<file path="config.mk">
export PLATFORM = sky130hd
export DESIGN_NAME = div_iter_r2
export DESIGN_NICKNAME = d
export VERILOG_FILES = /design/src/rtl/div_iter_r2.sv
export SDC_FILE = /design/constraint.sdc
export NUM_CORES = 1
export LEC_CHECK = 0
export CORE_UTILIZATION = 47
export DETAILED_ROUTE_END_ITERATION = 7
export GPL_ROUTABILITY_DRIVEN = 0
export PLACE_DENSITY = 0.7
export SLEW_MARGIN = 20
export SYNTH_ARGS = -nofsm -noshare
export SYNTH_HDL_FRONTEND = slang
export SYNTH_SLANG_ARGS = --single-unit
export TNS_END_PERCENT = 30
</file>
<file path="constraint.sdc">
create_clock -name clk -period 18.7 [get_ports clk]
set_input_delay 1.87 -clock clk [delete_from_list [all_inputs] [get_ports clk]]
set_output_delay 1.87 -clock clk [all_outputs]
set_load 0.01 [all_outputs]
</file>
<file path="src/rtl/div_iter_r2.sv">
// Iterative radix-2 restoring unsigned divider: one quotient bit per clock, MSB first,
// start/busy/done handshake with divide-by-zero flag.
module div_iter_r2 #(
  parameter int unsigned NUM_W = 50,
  parameter int unsigned DEN_W = 24
) (
  input  logic             clk,
  input  logic             reset,
  input  logic             start,
  input  logic [NUM_W-1:0] opa,
  input  logic [DEN_W-1:0] opb,
  output logic             busy,
  output logic             done,
  output logic [NUM_W-1:0] quo,
  output logic [DEN_W-1:0] rem,
  output logic             div_zero
);

  localparam int unsigned CNT_W = (NUM_W > 1) ? $clog2(NUM_W) : 1;
  localparam int unsigned P_W   = DEN_W + 1;

  typedef enum logic [1:0] {IDLE, RUN, DONE} state_t;

  state_t           state, state_nx;
  logic [NUM_W-1:0] dvd, qr, q_step;
  logic [DEN_W-1:0] dsr;
  logic [P_W-1:0]   p, p_sh, p_step;
  logic [CNT_W-1:0] cnt;
  logic             accept, last, ge;

  // One restoring step: shift in the next dividend bit, subtract if it fits.
  always_comb begin
    p_sh   = {p[DEN_W-1:0], dvd[NUM_W-1]};
    ge     = (p_sh >= {1'b0, dsr});
    p_step = ge ? (p_sh - {1'b0, dsr}) : p_sh;
    q_step = {qr[NUM_W-2:0], ge};
  end

  always_ff @(posedge clk or posedge reset) begin
    if (reset) state <= IDLE;
    else       state <= state_nx;
  end

  always_comb begin
    state_nx = state;
    accept   = 1'b0;
    last     = 1'b0;
    case (state)
      IDLE: begin
        if (start) begin
          accept   = 1'b1;
          state_nx = RUN;
        end
      end
      RUN: begin
        if (cnt == CNT_W'(NUM_W - 1)) begin
          last     = 1'b1;
          state_nx = DONE;
        end
      end
      DONE: begin
        if (start) begin
          accept   = 1'b1;
          state_nx = RUN;
        end else begin
          state_nx = IDLE;
        end
      end
      default: state_nx = IDLE;
    endcase
  end

  // Handshake flags track the state being entered so they stay registered.
  always_ff @(posedge clk or posedge reset) begin
    if (reset) begin
      busy <= 1'b0;
      done <= 1'b0;
    end else begin
      busy <= (state_nx == RUN);
      done <= (state_nx == DONE);
    end
  end

  always_ff @(posedge clk or posedge reset) begin
    if (reset) begin
      dvd      <= '0;
      dsr      <= '0;
      p        <= '0;
      qr       <= '0;
      cnt      <= '0;
      quo      <= '0;
      rem      <= '0;
      div_zero <= 1'b0;
    end else if (accept) begin
      dvd      <= opa;
      dsr      <= opb;
      p        <= '0;
      qr       <= '0;
      cnt      <= '0;
      div_zero <= (opb == '0);
    end else if (state == RUN) begin
      dvd <= {dvd[NUM_W-2:0], 1'b0};
      p   <= p_step;
      qr  <= q_step;
      cnt <= cnt + CNT_W'(1);
      if (last) begin
        quo <= q_step;
        rem <= p_step[DEN_W-1:0];
      end
    end
  end

endmodule

</file>
* Word-level counts from Yosys, hierarchy flattened
Index checks and enable logic that the tools add are counted.
** Word-level totals
- Input port bits :: 77
- Register bits after elaboration :: 232
- Word-level logic and storage cells :: 42
- Output and inout port bits :: 77
** Cells by class
- Order comparisons :: 1
- Eq/ne operators :: 5
- Muxes and demuxes :: 17
- Bitwise operators :: 1
- Add/sub/neg operators :: 2
- Reduce and logical (&&, ||, !) cells :: 5
** Operators by type and width (count)
- $mux 50 :: 2
- $mux 49 :: 2
- $mux 24 :: 3
- $ge 25x24->1 :: 1
- $logic_not 24->1 :: 1
- $sub 24x24->24 :: 1
- $mux 6 :: 2
- $add 6x1->6 const B :: 1
- $eq 6x6->1 const B :: 1
- $pmux 2 s3 :: 1
- $mux 1 :: 5
- $eq 2x1->1 const B :: 2
- $eq 2x2->1 const B :: 2
- $mux 2 :: 2
- $reduce_and 3->1 :: 1
- $logic_not 2->1 :: 1
- $reduce_bool 2->1 :: 1
- $reduce_or 2->1 :: 1
- $not 1->1 :: 1

* Longest topological paths before layout
- Word-level depth :: 5
- Mapped depth :: 12
- Gate-level depth less buffers :: 12

* Worst setup path before layout
Ideal clock, no wire load.
- Path type :: input -> register
- From :: in start
- To :: reg p[23]
- Library setup time :: 0.087 ns
- Slack :: 15.555 ns
- Cell stages on the path :: 7
- Arrival :: 3.058 ns
- Path buffers :: 3
- Data required time :: 18.613 ns
- Cells stage by stage :: nor2b_1 clkbuf_1 nor2_1 clkbuf_1 clkbuf_1 nand2_1 o211ai_1
** On the way
- Cells in the longest elaborated chain, start to end :: 3
- Elaborated cells on any way between the ends :: 4
** Ends and longest elaborated chain
- start: declaration :: line 9 : input logic start,
- $mux 1 (*) :: line 50, 62
- $mux 1 (*)
- $mux 24 / $reduce_bool 2->1 (equally long branches)
- end signal: assignment :: line 103 : p <= p_step;
- end: declaration :: line 27 : logic [P_W-1:0] p, p_sh, p_step;
Mark *: on every way between the ends. The rest lies on a longest branch, timed or not.
A chain may end at the register's enable or synchronous reset.

* Final worst setup path
- From :: in start
- To :: reg p[21]
The elaborated chain is that of the path after synthesis.

==> metrics.md <==
| Metric | Value |
|---|---|
| Met1 Resource Use GR | 0.297 |
| Distinct cells, synth | 55 |
| Inserted Clock Buffers | 25 |
| Starting Density | 0.485 |
| Register area share after synthesis | 0.560 |
| Post-synth ARST share | 1.00 |
| Psw | 915 uW |
| Post-cts sizing count | 0 |
| Finished Core Util | 0.602 |
| RSZ-0062 raised after global routing | false |
| Synth area leaders | dfrtp_1 (56%), nand2_1 (12%), a22o_1 (4.4%) |
| Pin count of the biggest net entering global routing | 110 |
| Via count | 7943 |
| Crit Path Class | in2reg |
| DP HPWL | 14700 um |
| Startpoint Class | input pin |
| Die X | 151 um |
| Fmax | 223 MHz |
| DRC violations left | 0 |
| Total GRT Usage | 0.211 |
| Die height | 151 um |
| Slew headroom | 0.280 |
| Mapped Cells | 1046 |
| Setup-failing EPs final | 0 |
| Crit path launch | start |
| M3 GR Usage | 0.0433 |
| Avg Cell Area, Syn | 9.91 um^2 |
| TritonRoute pass-1 iters | 5 |
| Ys flop type | dfrtp_1 |
| Reg-to-Reg End | rem[21]$_DFFE_PP0P_ |
| VDD IR max | 84.9 uV |
| Initial DRC Count | 417 |
| TritonCTS clock tree | done |
| Met2 usage | 0.335 |
| Cell Rows | 53 |
| CTS sink count | 232 |
| Antenna cells | 0 |
| Die ar. | 22700 um^2 |
| Worst hold slack | 0.469 ns |
| Critical path destination | p[21]$_DFFE_PP0P_ |
| Seq pwr share | 0.345 |
| Number of global-route vias before repair | 7650 |
| Hold Path Origin | quo[17]$_DFFE_PP0P_ |
| Setup TNS after final layout | 0 ns |
| Clk network pwr share | 0.198 |
| Sw Share | 0.386 |
| Yosys reg bits | 232 |
| WL final | 23300 um |
| Internal power | 1460 uW |
| Largest area contributor in the netlist | dfrtp_1 |
| Fillers | 1847 |
| Post-CTS setup buffer count | 0 |
| Hold Buf Count CTS | 0 |
| Critical register-to-register path startpoint | state[0]$_DFF_PP0_ |
| Hold Crit Depth | 2 |
| Layout cells sized above 1 | 0.0598 |
| Final Critical Period | 4.48 ns |
| Antenna-violating nets left | 0 |
| Area share of the largest cell type after synthesis | 0.560 |
| Core Footprint | 21400 um^2 |
| Final Cycle Share | 0.239 |
| Synth Net Count | 1150 |
| Clock Skews | 0.0134 ns |
| Hold WC Path Type | reg2reg |
| PwrDens | 185 nW/um^2 |
| CTS H-tree lvls | 1 |
| Worst Path Arrival | 4.92 ns |
| Cell Area, Synth | 10400 um^2 |
| Pins Over Slew Limit | 0 |
| CP max FO | 100 |
| Gr ovfl total | 0 |
| Path depth of the worst reg2reg path | 6 |
| Per-cell routed wire length | 15.9 um |
| Max-cap check violation count | 0 |
| Synth warn | 0 |
| Leakage power total | 0.00610 uW |
| Slew at the pin closest to its max-slew limit | 1.08 ns |
| Worst EP required | 19.14 ns |
| Initial antenna violation count | 0 |
| CTS clk-pin slew, worst paths | 0.06 ns |
| Root Driver | clkbuf_16 |
| CP Capture Type | register |
| Power share of the combinational group | 0.457 |
| Post-synth EDFFs | 0 |
| Via density | 5.43 |
| First-pass GRT wire length | 38200 um |
| Final Hold Viols | 0 |
| Port bufs | 153 |
| R2R Setup Slk | 14.74 ns |
| Area Overhead vs Synth | 24.0% |
| Run status | finished, final reports clean |
| Busiest grt layer | met2 |
| Clock Latency Late Sink | 0.52 ns |
| I/O pin total | 154 |
| Nets | 1274 |
| Clock Path Buffers | 3 |
[cells in the final DEF (no fill, tap or decap), types with 25 or more instances in the layout]
cell type / Yosys / routed
nand2_1: 331 / 330
a22o_1: 52 / 52
ha_1: 26 / 26
o21ai_0: 48 / 48
clkdlybuf4s50_1: 0 / 153
o21ai_1: 32 / 32
inv_1: 32 / 30
a22oi_1: 49 / 49
clkbuf_16: 0 / 25
dfrtp_1: 232 / 232
[critical path, cell delays in order]
cell             delay, ns
clkdlybuf4s50_1       0.42
nor2b_4               0.13
buf_4                 0.40
nor2_4                0.96
buf_4                 0.80
a22o_1                0.26
[routing by layer]
layer | wire, um | part of all wire
met1 | 10800 | 0.46
met2 | 10800 | 0.46
met3 | 1340 | 0.058
met4 | 350 | 0.015
met5 | 0 | 0
[power groups by stage]
stage | registers (uW) | logic (uW) | clock network (uW)
after floorplan | 807 | 818 | 0
after global placement | 820 | 1060 | 0
after detailed placement | 821 | 1090 | 0
after CTS | 818 | 1090 | 481
after global routing | 841 | 1210 | 500
final | 819 | 1080 | 469
[area by class of cell]
type                    count  area (um^2)  share of cell area
inverters                  32          128             0.00993
clock inverters            10         81.3             0.00633
well taps                 275          344              0.0268
multi-input cells         719         4210               0.328
repair buffers            160         1580               0.123
flip-flops and latches    232         5810               0.452
clock buffers              35          703              0.0547
[logic make-up (layout without fill, tap and decap cells)]
family	after synthesis	after routing	share of synthesized area
multiplexers	26	26	0.0275
buffers and inverters	95	237	0.0378
flip-flops	232	232	0.560
XOR/XNOR	21	21	0.0177
AND/OR/NAND/NOR	394	394	0.154
adder cells (fa/ha/maj)	27	27	0.0333
AO/OA/AOI/OAI	251	251	0.169
[per-stage QoR]
step / worst slack (ns) / instances / instance area [um^2] / power (uW)
2_1_floorplan: 10.47 / 1046 / 10400 / 1620
3_3_place_gp: 13.74 / 1418 / 12100 / 1880
3_5_place_dp: 13.70 / 1418 / 12100 / 1910
4_1_cts: 14.24 / 1463 / 12900 / 2390
5_1_grt: 14.02 / 1463 / 12900 / 2550
6_report: 14.22 / 1463 / 12900 / 2370
[Yosys cell counts (all sizes together), types with 10 or more instances]
library cell	count
nor2	13
a22oi	49
ha	26
o21ai	82
clkbuf	50
mux2i	18
a21oi	21
dfrtp	232
buf	13
a22o	52
a21o	10
nand3	11
xor2	16
nand2	331
inv	32
[state kept, by name, summed over array words and instances (netlist names)]
register	flops
qr	49
p	24
dvd	50
div_zero	1
state	2
cnt	6
dsr	24
done	1
rem	24
quo	50
busy	1
[worst min path at each step]
stage                                to
finish              quo[17]$_DFFE_PP0P_
global route        dvd[41]$_DFFE_PP0P_
CTS                 quo[16]$_DFFE_PP0P_
detailed placement  quo[36]$_DFFE_PP0P_
global placement     quo[1]$_DFFE_PP0P_
floorplan           quo[49]$_DFFE_PP0P_
(Power assumes the default switching activity.)
